<file path="config.mk">
export PLATFORM = sky130hd
export DESIGN_NAME = iq_stream_accumulator
export DESIGN_NICKNAME = d
export VERILOG_FILES = /design/src/rtl/iq_stream_accumulator.sv
export SDC_FILE = /design/constraint.sdc
export NUM_CORES = 1
export LEC_CHECK = 0
export CAP_MARGIN = 30
export CORE_UTILIZATION = 51
export CTS_CLUSTER_DIAMETER = 50
export DETAILED_ROUTE_END_ITERATION = 8
export HOLD_SLACK_MARGIN = 0.05
export PLACE_DENSITY = 0.73
export SLEW_MARGIN = 20
export SYNTH_ARGS = -nofsm -noshare
export SYNTH_HDL_FRONTEND = slang
export SYNTH_SLANG_ARGS = --single-unit
</file>
<file path="constraint.sdc">
create_clock -name ap_clk -period 2.3 [get_ports ap_clk]
set_input_delay 0.23 -clock ap_clk [delete_from_list [all_inputs] [get_ports ap_clk]]
set_output_delay 0.23 -clock ap_clk [all_outputs]
set_load 0.02 [all_outputs]
</file>
<file path="src/rtl/iq_stream_accumulator.sv">
// Streaming I/Q window accumulator: two segment sums per channel, post-shifted into one feature word.
// Optional IQ_ACCUM_ROUND_EN: round-half-up on the post-shift instead of floor truncation.
module iq_stream_accumulator #(
    parameter int WINDOW_SIZE  = 400,
    parameter int SHIFT_M      = 7,
    parameter int SHIFT_N      = 1,
    parameter int TIMEOUT_CYC  = 1024,
    localparam int SEG         = WINDOW_SIZE / 2,
    localparam int IW          = 14 - SHIFT_M,
    localparam int AW          = IW + $clog2(SEG),
    localparam int FW          = AW - SHIFT_N,
    localparam int FEAT_W      = 4 * FW
) (
    input  logic              ap_clk,
    input  logic              ap_rst_n,
    input  logic              trigger,
    input  logic [31:0]       in_TDATA,
    input  logic              in_TVALID,
    output logic [FEAT_W-1:0] feat_TDATA,
    output logic              feat_TVALID,
    input  logic              feat_TREADY,
    output logic              busy,
    output logic              err_timeout,
    output logic              trig_overrun,
    output logic [15:0]       frame_count
);

    localparam int SCW = $clog2(WINDOW_SIZE + 1);
    localparam int ICW = (TIMEOUT_CYC > 0) ? $clog2(TIMEOUT_CYC + 1) : 1;
    localparam logic [SCW-1:0] CNT_LAST   = SCW'(WINDOW_SIZE);
    localparam logic [SCW-1:0] CNT_SEG    = SCW'(SEG);
    localparam logic [ICW-1:0] IDLE_LIMIT = ICW'(TIMEOUT_CYC);
    localparam int ROUND_BIAS = (SHIFT_N > 0) ? (1 << (SHIFT_N - 1)) : 0;

    typedef enum logic [1:0] {S_IDLE, S_ACCUM, S_OUT} state_t;

    state_t r_state;
    state_t w_state_next;

    logic [SCW-1:0]       r_sample_cnt;
    logic [ICW-1:0]       r_idle_cnt;
    logic signed [AW-1:0] r_acc [4];
    logic signed [AW-1:0] w_acc_next [4];
    logic signed [AW-1:0] w_sample [2];
    logic [FEAT_W-1:0]    r_feat_data;
    logic [FEAT_W-1:0]    w_feat_next;
    logic                 r_feat_valid;
    logic                 r_err_timeout;
    logic                 r_trig_overrun;
    logic [15:0]          r_frame_count;

    logic w_start;
    logic w_beat;
    logic w_last_beat;
    logic w_idle_tick;
    logic w_timeout;
    logic w_handshake;
    logic w_win1;
    logic w_unused;

    // Low I/Q bits below the pre-shift and the trailing nibble are don't-cares.
    assign w_unused = ^in_TDATA;

    assign w_sample[0] = AW'($signed(in_TDATA[31:18+SHIFT_M]));
    assign w_sample[1] = AW'($signed(in_TDATA[17:4+SHIFT_M]));
    assign w_win1      = (r_sample_cnt >= CNT_SEG);

    function automatic logic [FW-1:0] post_shift(input logic signed [AW-1:0] acc);
`ifdef IQ_ACCUM_ROUND_EN
        logic signed [AW:0] wide;
        wide = {acc[AW-1], acc} + (AW+1)'(ROUND_BIAS);
        return wide[AW-1:SHIFT_N];
`else
        return acc[AW-1:SHIFT_N];
`endif
    endfunction

    always_comb begin
        w_state_next = r_state;
        w_start      = 1'b0;
        w_beat       = 1'b0;
        w_last_beat  = 1'b0;
        w_idle_tick  = 1'b0;
        w_timeout    = 1'b0;
        w_handshake  = 1'b0;
        unique case (r_state)
            S_IDLE: begin
                if (trigger) begin
                    w_start      = 1'b1;
                    w_state_next = S_ACCUM;
                end
            end
            S_ACCUM: begin
                if (in_TVALID) begin
                    w_beat = 1'b1;
                    if (r_sample_cnt + SCW'(1) == CNT_LAST) begin
                        w_last_beat  = 1'b1;
                        w_state_next = S_OUT;
                    end
                end else begin
                    w_idle_tick = 1'b1;
                    if ((TIMEOUT_CYC != 0) && (r_idle_cnt + ICW'(1) == IDLE_LIMIT)) begin
                        w_timeout    = 1'b1;
                        w_state_next = S_IDLE;
                    end
                end
            end
            S_OUT: begin
                if (r_feat_valid && feat_TREADY) begin
                    w_handshake  = 1'b1;
                    w_state_next = S_IDLE;
                end
            end
            default: w_state_next = S_IDLE;
        endcase
    end

    always_ff @(posedge ap_clk or negedge ap_rst_n) begin
        if (!ap_rst_n) begin
            r_state <= S_IDLE;
        end else begin
            r_state <= w_state_next;
        end
    end

    // Index k: window = k/2, channel = k%2 (0 = I, 1 = Q); matches the {q1,i1,q0,i0} packing.
    for (genvar gi = 0; gi < 4; gi++) begin : g_lane
        localparam logic LANE_WIN1 = (gi >= 2);
        assign w_acc_next[gi] = (w_beat && (w_win1 == LANE_WIN1))
                              ? r_acc[gi] + w_sample[gi % 2]
                              : r_acc[gi];
        assign w_feat_next[gi*FW +: FW] = post_shift(w_acc_next[gi]);
    end

    always_ff @(posedge ap_clk or negedge ap_rst_n) begin
        if (!ap_rst_n) begin
            for (int k = 0; k < 4; k++) begin
                r_acc[k] <= '0;
            end
            r_sample_cnt   <= '0;
            r_idle_cnt     <= '0;
            r_feat_data    <= '0;
            r_feat_valid   <= 1'b0;
            r_err_timeout  <= 1'b0;
            r_trig_overrun <= 1'b0;
            r_frame_count  <= '0;
        end else begin
            if (w_start) begin
                for (int k = 0; k < 4; k++) begin
                    r_acc[k] <= '0;
                end
                r_sample_cnt <= '0;
                r_idle_cnt   <= '0;
            end else begin
                for (int k = 0; k < 4; k++) begin
                    r_acc[k] <= w_acc_next[k];
                end
                if (w_beat) begin
                    r_sample_cnt <= r_sample_cnt + SCW'(1);
                    r_idle_cnt   <= '0;
                end else if (w_idle_tick) begin
                    r_idle_cnt <= r_idle_cnt + ICW'(1);
                end
            end

            // The feature is captured from the sums including the final beat.
            if (w_last_beat) begin
                r_feat_data <= w_feat_next;
            end

            if (w_last_beat) begin
                r_feat_valid <= 1'b1;
            end else if (w_handshake) begin
                r_feat_valid <= 1'b0;
            end

            r_err_timeout <= w_timeout;

            if (trigger && (r_state != S_IDLE)) begin
                r_trig_overrun <= 1'b1;
            end

            if (w_handshake) begin
                r_frame_count <= r_frame_count + 16'd1;
            end
        end
    end

    assign feat_TDATA   = r_feat_data;
    assign feat_TVALID  = r_feat_valid;
    assign busy         = (r_state != S_IDLE);
    assign err_timeout  = r_err_timeout;
    assign trig_overrun = r_trig_overrun;
    assign frame_count  = r_frame_count;

endmodule

</file>
# [Word level (Yosys, flattened, before mapping)]
# Index checks and enable logic that the tools add are counted.
[totals] ff_bits=157 out_inout_bits=76
[classes] add_sub_neg=7 n_lt_le_gt_ge=1 eq_ne=8 n_mux=32 bitwise_logic=1 reduce_logical=12
[ops] cell="$add A15 B7 Y15" count=4
[ops] cell="$mux W15" count=4
[ops] cell="$mux W60" count=1
[ops] cell="$mux W11" count=3
[ops] cell="$mux W9" count=2
[ops] cell="$add A16 B1 Y16 const B" count=1
[ops] cell="$mux W1" count=16
[ops] cell="$add A11 B1 Y11 const B" count=1
[ops] cell="$eq A11 B11 Y1 const B" count=1
[ops] cell="$mux W2" count=5
[ops] cell="$reduce_bool A2 Y1" count=5
[ops] cell="$add A9 B1 Y9 const B" count=1
[ops] cell="$eq A9 B9 Y1 const B" count=1
[ops] cell="$ge A9 B8 Y1 const B" count=1
[ops] cell="$ne A3 B3 Y1 const B" count=2
[ops] cell="$pmux W2 S3" count=1
[ops] cell="$logic_and A1 B1 Y1" count=4
[ops] cell="$ne A2 B2 Y1 const B" count=2
[ops] cell="$reduce_and A4 Y1" count=1
[ops] cell="$reduce_bool A3 Y1" count=1
[ops] cell="$eq A2 B1 Y1 const B" count=1
[ops] cell="$eq A2 B2 Y1 const B" count=1
[ops] cell="$logic_not A2 Y1" count=1
[ops] cell="$not A1 Y1" count=1

# [Longest topological paths before layout]
[depth] depth_word=6 ltp_mapped=11 mapped_depth_nobuf=9

# [Least setup slack after synthesis]
# OpenSTA, ideal clock, no wires.
[synth_path] path_kind="register to register" from="register r_acc[15] (netlist bit)" to="register r_feat_data[41], in the netlist feat_TDATA[41]" setup_ns=0.130 t_arrival_ns=2.271 required_time_ns=2.170 path_slack_ns=-0.101 stages_incl_launch_ff=10 path_buffers=0 path_cell_list="dfrtp_1 ha_1 fa_1 a211oi_1 o21ai_0 nor4b_1 o311a_1 nor3_1 xnor2_1 o21ai_0"
[synth_via] elab_chain_cells=2
[synth_lines] item="from (decl)" line="42" text="logic signed [AW-1:0] r_acc [4];"
[synth_lines] item="from (signal, indexed assignment)" line="156" text="r_acc[k] <= w_acc_next[k];"
[synth_lines] item="$add A15 B7 Y15" line="130" text="? r_acc[gi] + w_sample[gi % 2]"
[synth_lines] item="$mux W15" line="130"
[synth_lines] item="to (signal assigned)" line="168" text="r_feat_data <= w_feat_next;"
[synth_lines] item="to (decl)" line="45" text="logic [FEAT_W-1:0] r_feat_data;"
# No other way between the ends. The select of a mux whose other input is x is not followed.
# A chain may end at the register's enable or synchronous reset.

# [Final worst setup path]
# Ends and elaborated chain as after synthesis.

==> impl_metrics.xml <==
<?xml version="1.0" encoding="UTF-8"?>
<metrics>
  <group name="global_route">
    <metric name="grt_start_max_net_pins" unit="">57</metric>
    <metric name="grt_first_pass_wirelength" unit="um">38300</metric>
    <metric name="grt_util_overall" unit="">0.264</metric>
    <metric name="first_global_vias" unit="">8037</metric>
    <metric name="grt_overflow_total" unit="">0</metric>
    <metric name="antenna_violations_before_repair" unit="">0</metric>
  </group>
  <group name="clock_network">
    <metric name="clkSlewWorstSetupHoldPaths" unit="ns">0.07</metric>
    <metric name="inserted_clock_buffers" unit="">17</metric>
    <metric name="tritoncts_clock_tree" unit="">done</metric>
    <metric name="root_buffer" unit="">clkbuf_16</metric>
    <metric name="clock-sinks" unit="">157</metric>
    <metric name="clock_tree.htree_level_count" unit="">4</metric>
    <metric name="max-clock-path-buffers" unit="">2</metric>
    <metric name="clk_latency" unit="ns">0.43</metric>
  </group>
  <group name="logic_synthesis">
    <metric name="post_synth_num_cell_types" unit="">64</metric>
    <metric name="mappedNetlistArea" unit="um^2">9090</metric>
    <metric name="ys_dominant_reg_cell" unit="">dfrtp_1</metric>
    <metric name="synth.net_count" unit="">1103</metric>
    <metric name="synth_area_leaders" unit="">dfrtp_1 43%, ha_1 8.4%, o21ai_0 5.8%, nand2_1 5.8%, nor2_1 4.7%</metric>
    <metric name="post_synthesis_cell_type_with_the_largest_combined_area" unit="">dfrtp_1</metric>
    <metric name="fraction_of_registers_with_async_set_or_reset_after_synthesis" unit="">1.00</metric>
    <metric name="synth-seq-area-share" unit="">0.432</metric>
    <metric name="postSynthRegisterBits" unit="">157</metric>
    <metric name="synthesis.instances" unit="">1001</metric>
    <metric name="synth_edf_count" unit="">0</metric>
    <metric name="synth_top_cell_area_share" unit="">0.432</metric>
    <metric name="syn-mean-instance-area" unit="um^2">9.08</metric>
    <metric name="ys.warnings.count" unit="">0</metric>
  </group>
  <group name="power">
    <metric name="comb_power_share" unit="">0.365</metric>
    <metric name="total_power" unit="mW">9.40</metric>
    <metric name="power_per_cell_area" unit="nW/um^2">758</metric>
    <metric name="internal_power" unit="mW">6.17</metric>
    <metric name="power.net_switching" unit="mW">3.22</metric>
    <metric name="power.ir.vdd_worst" unit="mV">0.576</metric>
    <metric name="seq_power_share" unit="">0.345</metric>
    <metric name="power_frac_clock" unit="">0.290</metric>
    <metric name="power.switching_fraction" unit="">0.343</metric>
    <metric name="cellLeakagePower" unit="nW">5.84</metric>
  </group>
  <group name="run">
    <metric name="max_cap_viols" unit="">0</metric>
  </group>
  <group name="worst_setup_path">
    <metric name="cp-start-kind" unit="">register</metric>
    <metric name="timing_worst_setup_path_type" unit="">reg -&gt; reg</metric>
    <metric name="cp_data_required_time" unit="ns">2.62</metric>
    <metric name="path_max_fanout" unit="">2</metric>
    <metric name="arrival_time_reported_for_the_critical_path_endpoint" unit="ns">2.61</metric>
    <metric name="worst_setup_ep_type" unit="">register</metric>
    <metric name="reg2reg_setup_slack" unit="ns">0.005</metric>
  </group>
  <group name="floorplanning">
    <metric name="floorplan.core_area" unit="um^2">17400</metric>
    <metric name="rows" unit="">48</metric>
    <metric name="design.portCount" unit="">113</metric>
    <metric name="die_h" unit="um">135</metric>
    <metric name="fp.dieW" unit="um">135</metric>
    <metric name="die_area" unit="um^2">18400</metric>
    <metric name="floorplan.initialDensity" unit="">0.524</metric>
  </group>
  <group name="finish">
    <metric name="layout.cells.non_filler" unit="">1485</metric>
    <metric name="area_growth" unit="%">36.5</metric>
    <metric name="layout.core_utilization" unit="">0.715</metric>
    <metric name="commonest_cells_after_routing_fill_and_taps_aside" unit="">156 x dfrtp_1, 156 x buf_4, 140 x nand2_1</metric>
    <metric name="n_antenna_cell" unit="">0</metric>
    <metric name="fin_nets" unit="">1349</metric>
    <metric name="drive_above_1_share" unit="">0.214</metric>
    <metric name="seq_area" unit="um^2">3930</metric>
    <metric name="multi_input_gate_area" unit="um^2">5230</metric>
    <metric name="nFillCells" unit="">1310</metric>
    <metric name="finalInstanceArea" unit="um^2">12400</metric>
  </group>
  <group name="place">
    <metric name="finalWeightedCongestion" unit="">0.895</metric>
    <metric name="postPlaceCellArea" unit="um^2">11400</metric>
    <metric name="numPlacedInstances" unit="">1439</metric>
    <metric name="io_buffers" unit="">94</metric>
    <metric name="dp_hpwl" unit="um">16500</metric>
  </group>
  <group name="sta">
    <metric name="fmax" unit="MHz">436</metric>
    <metric name="finalCriticalPeriod" unit="ns">2.29</metric>
    <metric name="timing.max_slew.rel_slack" unit="">0.659</metric>
    <metric name="tightest_slew" unit="ns">0.507</metric>
    <metric name="finalSetupViolCount" unit="">0</metric>
    <metric name="clock-skew-final" unit="ns">0.00792</metric>
    <metric name="layout_worst_path_cycle_share" unit="">0.998</metric>
    <metric name="final_max_slew_viol_count" unit="">0</metric>
    <metric name="final-hold-violation-count" unit="">0</metric>
    <metric name="grt_setup_unrepaired" unit="">true</metric>
  </group>
  <group name="detailed_routing">
    <metric name="route.detailed.drc" unit="">0</metric>
    <metric name="final_antenna_net_count" unit="">0</metric>
    <metric name="route.vias.total" unit="">8366</metric>
    <metric name="totalWireLength" unit="um">23800</metric>
    <metric name="initialDrtViolationCount" unit="">571</metric>
    <metric name="detail_route.first_pass.iterations" unit="">5</metric>
    <metric name="wl_per_cell" unit="um">16.0</metric>
    <metric name="vias_per_cell" unit="">5.63</metric>
  </group>
  <group name="outcome">
    <metric name="outcome" unit="">complete, no violations</metric>
  </group>
  <group name="worst_hold_path">
    <metric name="timing.hold.worst.class" unit="">in -&gt; reg</metric>
  </group>
</metrics>
## routing by layer
metal / global-route usage / vias to the layer above / part of all wire
met1: 0.360 / 4051 / 0.46
met3: 0.0367 / 39 / 0.044
li1: - / 4055 / -
met4: 0.0930 / 0 / 0.021
met2: 0.429 / 221 / 0.48
met5: 0 / - / 0
## kinds of logic after synthesis
logic type	share of synthesized area
and+or+nand+nor	0.174
muxes	0.0240
DFF	0.432
adders and majority gates	0.0928
xor gates and xnor gates	0.0636
AOI/OAI and AO/OA	0.190
buffers and inverters	0.0234
## flip-flops by register name (all words and copies together), names as in the netlist
name,flops
feat_TVALID,1
err_timeout,1
trig_overrun,1
r_sample_cnt,9
r_state,2
feat_TDATA,56
r_acc,60
r_idle_cnt,11
frame_count,16
## what timing repair did
| action | CTS | global route |
|---|---|---|
| pin swaps | 7 | 48 |
| endpoints found under the setup margin | 21 | 72 |
| endpoints found under the hold margin | 49 | 0 |
| setup buffers | 1 | 11 |
| resized for setup | 22 | 67 |
| hold buffers | 1 | 0 |
| cloned | 0 | 1 |
## power by group through the flow
stage | clock, mW | sequential [mW] | combinational [mW]
6_report | 2.73 | 3.24 | 3.43
5_1_grt | 2.88 | 3.26 | 3.79
4_1_cts | 2.78 | 3.23 | 3.22
3_5_place_dp | 0 | 3.27 | 3.16
3_3_place_gp | 0 | 3.26 | 3.08
2_1_floorplan | 0 | 3.22 | 2.00
## worst paths after layout
kind / end / cells after the start / from
max: feat_TDATA[41] / 9 / r_acc[15]
min: r_acc[0] / 4 / in_TDATA[11]
max reg2reg: feat_TDATA[41] / 9 / r_acc[15]
min reg2reg: trig_overrun / 1 / trig_overrun
max in group asynchronous: r_acc[32] / 3 / ap_rst_n
min in group asynchronous: feat_TDATA[36] / 2 / ap_rst_n
## critical path, stage by stage (launching register included)
cell and delay (ns):
dfrtp_1 0.41, ha_4 0.18, fa_2 0.37, a211oi_2 0.25, o21ai_2 0.11, nor4b_4 0.15
o311a_1 0.31, nor3_2 0.17, xnor2_1 0.16, o21ai_1 0.08
## metrics by stage
step | worst slack [ns] | hold slack, ns | setup TNS [ns]
floorplan | 0.00748 | -0.0656 | 0
global placement | -0.450 | 0.215 | -19.26
detailed placement | -0.553 | 0.218 | -21.99
CTS | -0.0358 | 0.319 | -0.0361
global route | -0.0710 | 0.250 | -0.485
finish | 0.00525 | 0.245 | 0
## synthesized netlist by cell type (21+ instances only)
cell type,n
a211oi_1,21
a21o_1,24
a21oi_1,73
clkbuf_1,30
dfrtp_1,157
ha_1,61
nand2_1,140
nand3_1,23
nor2_1,113
o21ai_0,106
xnor2_1,42
xor2_1,24
## layout make-up
class / instances / area share
Multi-Input combinational cell: 796 / 0.422
Sequential cell: 157 / 0.317
Timing Repair Buffer: 265 / 0.190
Clock buffer: 17 / 0.0343
Tap cell: 225 / 0.0227
Clock inverter: 15 / 0.0111
Inverter: 10 / 0.00303
Note: power is estimated with default switching activity, not from simulation.
